File: src/rtl/alu_issue_queue_pkg.sv
// Shared widths, alu opcode names and FSM encoding for the alu issue queue.
// Imported by the queue RTL and by anything that models the alu next to it.
package alu_issue_queue_pkg;

   localparam int unsigned DW  = 8;
   localparam int unsigned OPW = 4;

   localparam logic [OPW-1:0] OpAdd  = 4'h0;
   localparam logic [OPW-1:0] OpSub  = 4'h1;
   localparam logic [OPW-1:0] OpAnd  = 4'h2;
   localparam logic [OPW-1:0] OpOr   = 4'h3;
   localparam logic [OPW-1:0] OpXor  = 4'h4;
   localparam logic [OPW-1:0] OpNotA = 4'h5;
   localparam logic [OPW-1:0] OpShl  = 4'h6;
   localparam logic [OPW-1:0] OpShr  = 4'h7;
   localparam logic [OPW-1:0] OpMul  = 4'h8;
   localparam logic [OPW-1:0] OpPass = 4'h9;
   localparam logic [OPW-1:0] OpInc  = 4'hA;
   localparam logic [OPW-1:0] OpDec  = 4'hB;
   localparam logic [OPW-1:0] OpEq   = 4'hC;
   localparam logic [OPW-1:0] OpLt   = 4'hD;
   localparam logic [OPW-1:0] OpRol  = 4'hE;
   localparam logic [OPW-1:0] OpRor  = 4'hF;

   typedef enum logic [1:0] {
      StIdle  = 2'd0,
      StDrive = 2'd1,
      StResp  = 2'd2
   } state_e;

   // Packed command entry: {a, b, sel}.
   function automatic int unsigned cmd_width(input int unsigned dw, input int unsigned opw);
      return 2 * dw + opw;
   endfunction

endpackage

File: src/rtl/alu_issue_queue_cmd_fifo.sv
// Command FIFO for the alu issue queue; only pointers and count are reset,
// the storage array is overwritten before it is ever read.
module alu_issue_queue_cmd_fifo #(
   parameter int unsigned W     = 20,
   parameter int unsigned DEPTH = 4,
   localparam int unsigned AW   = $clog2(DEPTH),
   localparam int unsigned CW   = AW + 1
) (
   input  logic          clk_i,
   input  logic          rst_i,
   input  logic          push_i,
   input  logic [W-1:0]  wdata_i,
   input  logic          pop_i,
   output logic [W-1:0]  rdata_o,
   output logic          full_o,
   output logic          empty_o,
   output logic [CW-1:0] count_o
);

   logic [W-1:0]  mem_q [DEPTH];
   logic [AW-1:0] wr_ptr_q, wr_ptr_d;
   logic [AW-1:0] rd_ptr_q, rd_ptr_d;
   logic [CW-1:0] count_q, count_d;
   logic          do_push, do_pop;

   assign full_o  = (count_q == CW'(DEPTH));
   assign empty_o = (count_q == '0);
   assign count_o = count_q;
   assign rdata_o = mem_q[rd_ptr_q];

   assign do_push = push_i && !full_o;
   assign do_pop  = pop_i && !empty_o;

   always_comb begin
      wr_ptr_d = wr_ptr_q;
      rd_ptr_d = rd_ptr_q;
      count_d  = count_q;
      if (do_push) wr_ptr_d = wr_ptr_q + 1'b1;
      if (do_pop)  rd_ptr_d = rd_ptr_q + 1'b1;
      count_d = count_q + CW'(do_push) - CW'(do_pop);
   end

   always_ff @(posedge clk_i or posedge rst_i) begin
      if (rst_i) begin
         wr_ptr_q <= '0;
         rd_ptr_q <= '0;
         count_q  <= '0;
      end else begin
         wr_ptr_q <= wr_ptr_d;
         rd_ptr_q <= rd_ptr_d;
         count_q  <= count_d;
      end
   end

   always_ff @(posedge clk_i) begin
      if (do_push) mem_q[wr_ptr_q] <= wdata_i;
   end

endmodule

File: src/rtl/alu_issue_queue.sv
// Front-end for the combinational alu: queues {A,B,sel} commands, drives one at a time
// onto registered alu inputs and returns the captured results over a valid/ready response.
module alu_issue_queue
   import alu_issue_queue_pkg::*;
#(
   parameter int unsigned DW    = alu_issue_queue_pkg::DW,
   parameter int unsigned OPW   = alu_issue_queue_pkg::OPW,
   parameter int unsigned DEPTH = 4,
   localparam int unsigned CW   = $clog2(DEPTH) + 1,
   localparam int unsigned EW   = cmd_width(DW, OPW)
) (
   input  logic           clk_i,
   input  logic           rst_i,
   input  logic           cmd_valid_i,
   output logic           cmd_ready_o,
   input  logic [DW-1:0]  cmd_a_i,
   input  logic [DW-1:0]  cmd_b_i,
   input  logic [OPW-1:0] cmd_sel_i,
   output logic [DW-1:0]  alu_a_o,
   output logic [DW-1:0]  alu_b_o,
   output logic [OPW-1:0] alu_sel_o,
   input  logic [DW-1:0]  alu_out_i,
   input  logic [DW-1:0]  alu_o_i,
   output logic           rsp_valid_o,
   input  logic           rsp_ready_i,
   output logic [DW-1:0]  rsp_out_o,
   output logic [DW-1:0]  rsp_o_o,
   output logic [OPW-1:0] rsp_sel_o,
   output logic           busy_o,
   output logic [CW-1:0]  count_o
);

   state_e         state_q;
   logic [DW-1:0]  alu_a_q, alu_b_q;
   logic [OPW-1:0] alu_sel_q;
   logic [DW-1:0]  rsp_out_q, rsp_o_q;
   logic [OPW-1:0] rsp_sel_q;
   logic           rsp_valid_q;

   logic           fifo_push, fifo_full, fifo_empty, load;
   logic [EW-1:0]  fifo_head;
   logic [DW-1:0]  head_a, head_b;
   logic [OPW-1:0] head_sel;

   // Held low during reset so nothing is accepted that reset would discard.
   assign cmd_ready_o = !fifo_full && !rst_i;
   assign fifo_push   = cmd_valid_i && cmd_ready_o;
   assign {head_a, head_b, head_sel} = fifo_head;

   alu_issue_queue_cmd_fifo #(
      .W     (EW),
      .DEPTH (DEPTH)
   ) u_cmd_fifo (
      .clk_i   (clk_i),
      .rst_i   (rst_i),
      .push_i  (fifo_push),
      .wdata_i ({cmd_a_i, cmd_b_i, cmd_sel_i}),
      .pop_i   (load),
      .rdata_o (fifo_head),
      .full_o  (fifo_full),
      .empty_o (fifo_empty),
      .count_o (count_o)
   );

   always_comb begin
      load = 1'b0;
      unique case (state_q)
         StIdle:  load = !fifo_empty;
         StResp:  load = rsp_valid_q && rsp_ready_i && !fifo_empty;
         default: load = 1'b0;
      endcase
   end

   always_ff @(posedge clk_i or posedge rst_i) begin
      if (rst_i) begin
         state_q     <= StIdle;
         alu_a_q     <= '0;
         alu_b_q     <= '0;
         alu_sel_q   <= '0;
         rsp_out_q   <= '0;
         rsp_o_q     <= '0;
         rsp_sel_q   <= '0;
         rsp_valid_q <= 1'b0;
      end else begin
         unique case (state_q)
            StIdle: begin
               if (load) begin
                  alu_a_q   <= head_a;
                  alu_b_q   <= head_b;
                  alu_sel_q <= head_sel;
                  state_q   <= StDrive;
               end
            end
            StDrive: begin
               rsp_out_q   <= alu_out_i;
               rsp_o_q     <= alu_o_i;
               rsp_sel_q   <= alu_sel_q;
               rsp_valid_q <= 1'b1;
               state_q     <= StResp;
            end
            StResp: begin
               if (rsp_valid_q && rsp_ready_i) begin
                  rsp_valid_q <= 1'b0;
                  if (load) begin
                     alu_a_q   <= head_a;
                     alu_b_q   <= head_b;
                     alu_sel_q <= head_sel;
                     state_q   <= StDrive;
                  end else begin
                     state_q <= StIdle;
                  end
               end
            end
            default: state_q <= StIdle;
         endcase
      end
   end

   assign alu_a_o     = alu_a_q;
   assign alu_b_o     = alu_b_q;
   assign alu_sel_o   = alu_sel_q;
   assign rsp_out_o   = rsp_out_q;
   assign rsp_o_o     = rsp_o_q;
   assign rsp_sel_o   = rsp_sel_q;
   assign rsp_valid_o = rsp_valid_q;
   assign busy_o      = (state_q != StIdle) || !fifo_empty;

endmodule

File: config.mk
export PLATFORM = sky130hd
export DESIGN_NAME = alu_issue_queue
export DESIGN_NICKNAME = d
export VERILOG_FILES = /design/src/rtl/alu_issue_queue_pkg.sv /design/src/rtl/alu_issue_queue_cmd_fifo.sv /design/src/rtl/alu_issue_queue.sv
export SDC_FILE = /design/constraint.sdc
export NUM_CORES = 1
export LEC_CHECK = 0
export ABC_AREA = 1
export CAP_MARGIN = 20
export CORE_MARGIN = 3
export CORE_UTILIZATION = 55
export CTS_BUF_LIST = sky130_fd_sc_hd__clkbuf_8
export CTS_CLUSTER_DIAMETER = 100
export CTS_CLUSTER_SIZE = 14
export DETAILED_ROUTE_END_ITERATION = 10
export PLACE_DENSITY = 0.84
export SYNTH_ARGS = -nofsm -noshare
export SYNTH_HDL_FRONTEND = slang
export SYNTH_SLANG_ARGS = --single-unit
File: constraint.sdc
create_clock -name clk_i -period 2.3 [get_ports clk_i]
set_input_delay 0.345 -clock clk_i [delete_from_list [all_inputs] [get_ports clk_i]]
set_output_delay 0.345 -clock clk_i [all_outputs]
set_load 0.01 [all_outputs]
; Yosys cells after proc, flatten, opt, wreduce, memory -nomap -nowiden
; Memory sizes are Yosys's and may differ from the RTL's.
; Cells that the tools add are included.
[totals]
mem_count = 1
regBits = 50
word_cells = 57
output_inout_bits = 46
ramBits = 80
input_bits = 40
[memory_table]
columns = memory, depth, word_bits, rd, rd_clocked_by_memory_dff, wr, line
row1 = u_cmd_fifo.mem_q, 4, 20, 1, 0, 1, alu_issue_queue_cmd_fifo.sv:20  ; logic [W-1:0] mem_q [DEPTH];
[op_classes]
mux = 18
eq_ne = 5
reduce_logical = 18
addsub = 4
[op_table]
columns = cell, count
row1 = 8-bit 2-to-1 mux, 4
row2 = 8-bit case mux with 2 select lines, 2
row3 = 4-bit 2-to-1 mux, 2
row4 = 4-bit case mux with 2 select lines, 1
row5 = 1-bit logical AND, 6
row6 = 2-bit case mux with 3 select lines, 1
row7 = 2-bit AND reduction, 3
row8 = 2-bit nonzero test, 3
row9 = "2-bit by 1-bit adder with 2-bit output, second input constant", 2
row10 = 1-bit 2-to-1 mux, 4
row11 = 2-bit 2-to-1 mux, 2
row12 = 1-bit case mux with 2 select lines, 2
row13 = 3-bit by 1-bit adder with 3-bit output, 1
row14 = "3-bit == test, second input constant", 1
row15 = 1-bit zero test, 3
row16 = 3-bit zero test, 1
row17 = 3-bit by 1-bit subtractor with 3-bit output, 1
row18 = "2-bit by 1-bit == test with 1-bit output, second input constant", 1
row19 = "2-bit == test, second input constant", 1
row20 = 2-bit zero test, 1
row21 = "2-bit by 1-bit != test with 1-bit output, second input constant", 1
row22 = "2-bit != test, second input constant", 1
row23 = 1-bit logical OR, 1

; Longest topological paths before layout
[depth]
ltp_word = 7
ltp_mapped = 11

; Modules after synthesis
; A second synthesis with hierarchy kept.
[unflattened]
cells_unflattened = 504
area_unflattened_um2 = 5335.1
[by_module_without_submodules]
columns = mod, area_per_inst_um2, cells_per_inst, n_inst, seq_area_each_um2
row1 = alu_issue_queue_cmd_fifo, 3628.5, 313, 1, 2577.5
row2 = alu_issue_queue, 1706.6, 191, 1, 1076.0

; Least setup slack after synthesis
; Ideal clock, no wire load.
[synth_timing]
kind = input -> register
start = input rst_i
end = memory u_cmd_fifo.mem_q[0][0] (enable)
path_buffers = 0
slack_ps = -885
arrival_time_ps = 2789
stages = 3
cell_sequence = inv_1 -> nand3_1 -> nor2_1
[synth_via]
elab_chain_len = 6
[synth_lines]
columns = element, line
row1 = start: declaration, alu_issue_queue.sv:13  ; input logic rst_i,
row2 = 1-bit zero test (no source line), n/a
row3 = 1-bit logical AND, alu_issue_queue.sv:46  ; assign cmd_ready_o = !fifo_full && !rst_i;
row4 = 1-bit logical AND, alu_issue_queue.sv:47  ; assign fifo_push = cmd_valid_i && cmd_ready_o;
row5 = 1-bit logical AND, alu_issue_queue_cmd_fifo.sv:31  ; assign do_push = push_i && !full_o;
row6 = 1-bit 2-to-1 mux, alu_issue_queue_cmd_fifo.sv:56  ; if (do_push) mem_q[wr_ptr_q] <= wdata_i;
row7 = 1-bit 2-to-1 mux (implied by the code), alu_issue_queue_cmd_fifo.sv:56
row8 = end: declaration, alu_issue_queue_cmd_fifo.sv:20
; Every way passes these cells.

; Worst setup path after layout
[layout_timing]
start = register u_cmd_fifo.count_q[1] (netlist: u_cmd_fifo.count_o[1])
end = output busy_o
[layout_via]
elab_chain_len = 3
[layout_lines]
columns = element, line
row1 = start: declaration, alu_issue_queue_cmd_fifo.sv:23  ; logic [CW-1:0] count_q, count_d;
row2 = start signal: assignment, alu_issue_queue_cmd_fifo.sv:51  ; count_q <= count_d;
row3 = 3-bit zero test, alu_issue_queue_cmd_fifo.sv:27  ; assign empty_o = (count_q == '0);
row4 = 1-bit zero test, alu_issue_queue.sv:126  ; assign busy_o = (state_q != StIdle) || !fifo_empty;
row5 = 1-bit logical OR, alu_issue_queue.sv:126
row6 = end: declaration, alu_issue_queue.sv:29  ; output logic busy_o,
; Every way passes these cells.

==> run metrics <==
Mapped Cells=around 550; Congestion Overflow GR=0; Design Area, Final=roughly 0.007 mm^2; post-synth top area share=a little over two fifths; VDD IR-drop max=627 uV; Pint=between 5 and 6 mW; final period utilization=93.4%; relative slew slack=47.7%; worst hold stages=2; Mean Syn Cell Area=~10 um^2; Yosys warning total=0; sw frac=between 30% and 40%; final hold violation count=0; Comb power frac=roughly two fifths; Syn-to-layout area delta=26.6%; diode count=0; reg-to-reg startpoint=u_cmd_fifo.count_o[1]$_DFF_PP0_; RSZ-0062 raised after global routing=false; row count=35; Yosys reg bits=between 100 and 150; clk_lat worst skew=roughly 0.42 ns; Clock Sinks=130; Tmin final=~2.1 ns; skew final=between 0.01 and 0.015 ns; Hold EP=rsp_o_o[6]$_DFFE_PP0P_; element type at the critical path end=output port; residual DRC count=0; clock-pin slew on the worst setup and hold paths=around 0.070 ns; All-Layer GR Usage=22.2%; vias in the first global route=about 4k; Num CTS Buffers=17; Slew Viols, Final=0; initial antenna violation count=0; met3 usage=around 4.9%; M1 GR Usage=26.4%; Ports=86; Fin Hold WS=~0.47 ns; crit-path cells=nor2_2, nand2_2, nand3_4, nand3_1, clkdlybuf4s50_1; largest fanout on the critical path=4; drt pass-1 iters=5; Worst Reg-to-Reg Cells=10; DR vias/cell=approximately 5.1; top cells by area, synth=edfxtp_1, dfrtp_1, nand2_1; hpwl dp=between 7 and 8 mm; arrival time at the worst endpoint=1.80 ns; Fin Setup TNS=0 ns; largest net degree at the start of global routing=51; Crit Path Class=flop to output port; die area=about 0.011 mm^2; CP peak stage delay=a little under 0.5 ns; wire length per cell=15.0 um; first-pass GRT wire length=approximately 19 mm; Post-synth top flop=edfxtp_1; worst path bufs/invs=1; vias post-DR=between 4k and 5k; final WL=approximately 12 mm; status=completed; Hold Buf Count CTS=0; initial DRC count=246; Worst setup SP type=flop; CTS tree=built; share of cells above drive strength 1=around a tenth; hold_sp=rsp_o_o[6]$_DFFE_PP0P_; port bufs=85; Mapped Nets=around 600; fin nets=roughly 690; slowest library cell on the worst path=clkdlybuf4s50_1; reg-to-reg slack, setup=between 0.2 and 0.3 ns; pwr dens=around 1300 mW/mm^2; WP depth=5; Slew @ Worst Pin=0.784 ns; # setup viols final=0; maximum buffer depth of the clock tree=2; post-cts sizing count=0; Synth cell types=23; Die H=~110 um; H-tree levels=4; sequential share of power=between 30% and 40%; Synth async-reset ratio=between 30% and 40%; Post-synth EDFFs=80; root buffer selected by CTS=clkbuf_8; Crit path required time=about 2.0 ns; Post-CTS Setup Inserts=0; worst min path class=flop to flop; cell taking the most area after synthesis=edfxtp_1; most frequent cell after synthesis=nand2_1; Power, Total=~9.2 mW; r2r endpoint=u_cmd_fifo.count_o[2]$_DFF_PP0_; Fmax=around 470 MHz; Commonest cells post-synth=nand2_1, inv_1, edfxtp_1, nand3_1, dfrtp_1; cell area after synthesis=0.00551 mm^2; Final ANT Viol Nets=0; P_leak=approximately 3.3 nW; Area after DPL=~0.0065 mm^2; Die Wd=around 110 um; CP top delay family=buffers and inverters; met2 GRT Util=between 30% and 40%; P_sw=around 3.3 mW; starting density of the core=between 50% and 60%; Top Usage Layer GRT=met2; routability cong.=0.726; sequential area share after synthesis=about two thirds; max cap viols=0; Clk pwr share=a little under a quarter; Core Region=~0.0095 mm^2
==> cells by family (layout without fill, tap and decap cells) <==
| family | count (synthesis) | count (layout) | synth area share (%) |
|---|---|---|---|
| xor gates and xnor gates | 3 | 3 | 0.477 |
| buffers and inverters | 123 | 228 | 9.49 |
| and+or+nand+nor | 285 | 285 | 21.6 |
| DFF | 130 | 130 | 66.3 |
| adders and majority gates | 7 | 7 | 1.73 |
| AOI/OAI and AO/OA | 4 | 4 | 0.386 |
==> power by group through the flow <==
stage                     sequential [mW]  clock, mW  combinational, mW
after floorplan                      3.59          0               2.06
after global placement               3.41          0               3.49
after detailed placement             3.43          0               3.65
after CTS                            3.40       2.14               3.69
after global routing                 3.46       2.26               4.07
final                                3.40       2.12               3.66
==> metrics by stage <==
step / setup slack (ns) / cells / util, %
2_1_floorplan: -0.159 / 552 / -
3_3_place_gp: 0.0528 / 754 / 68.7
3_5_place_dp: -0.0105 / 754 / 68.7
4_1_cts: 0.108 / 786 / 73.4
5_1_grt: 0.0596 / 786 / 73.4
6_report: 0.153 / 786 / 73.4
==> worst max path at each step <==
| stage | start | to | slack, ns |
|---|---|---|---|
| 2_1_floorplan | rst_i | u_cmd_fifo.mem_q[0][0]$_DFFE_PP_ | -0.16 |
| 3_3_place_gp | rsp_ready_i | u_cmd_fifo.count_o[2]$_DFF_PP0_ | 0.05 |
| 3_5_place_dp | rsp_ready_i | u_cmd_fifo.count_o[2]$_DFF_PP0_ | -0.01 |
| 4_1_cts | u_cmd_fifo.count_o[1]$_DFF_PP0_ | busy_o | 0.11 |
| 5_1_grt | u_cmd_fifo.count_o[1]$_DFF_PP0_ | busy_o | 0.06 |
| 6_report | u_cmd_fifo.count_o[1]$_DFF_PP0_ | busy_o | 0.15 |
==> layout make-up <==
class	count	area, um^2
Clock inverter	11	160
Inverter	100	382
Tap cell	129	161
Multi-Input combinational cell	299	1350
Sequential cell	130	3650
Clock buffer	21	289
Fill cell	660	2520
Timing Repair Buffer	96	983
==> state kept, by name (all words and copies together) (netlist names) <==
name and flops:
alu_a_o 8, alu_b_o 8, alu_sel_o 4, rsp_o_o 8
rsp_out_o 8, rsp_sel_o 4, rsp_valid_o 1, state_q 2
u_cmd_fifo.count_o 3, u_cmd_fifo.mem_q 80, u_cmd_fifo.rd_ptr_q 2, u_cmd_fifo.wr_ptr_q 2
==> placed cells by master, fill, tap and decap left out <==
cell type and n:
buf_12 4, nand3_1 62, nand3_2 1, bufinv_16 4, nor2_2 5, ha_1 6, inv_2 3, clkbuf_8 21
dfrtp_1 50, inv_4 1, xnor2_1 3, o21ai_0 1, nand2_2 10, clkinv_2 2, clkinvlp_4 4, buf_4 7
inv_1 97, clkdlybuf4s50_1 85, nand4_1 1, a21oi_1 2, fa_1 1, edfxtp_1 80, a31oi_1 1, nand3_4 1
nand2_1 205
==> worst min-delay path, delay by kind of cell (launching register included) <==
kind / cells / cell delay (ns)
flip-flops: 1 / 0.34
AND/OR/NAND/NOR: 2 / 0.10
==> per-layer routing <==
| layer | part of all wire, % | up-vias |
|---|---|---|
| li1 | - | 1899 |
| met1 | 41 | 1990 |
| met2 | 52 | 137 |
| met3 | 5.7 | 18 |
| met4 | 1.6 | 0 |
| met5 | 0 | - |
Power figures use the tool's default switching activity.
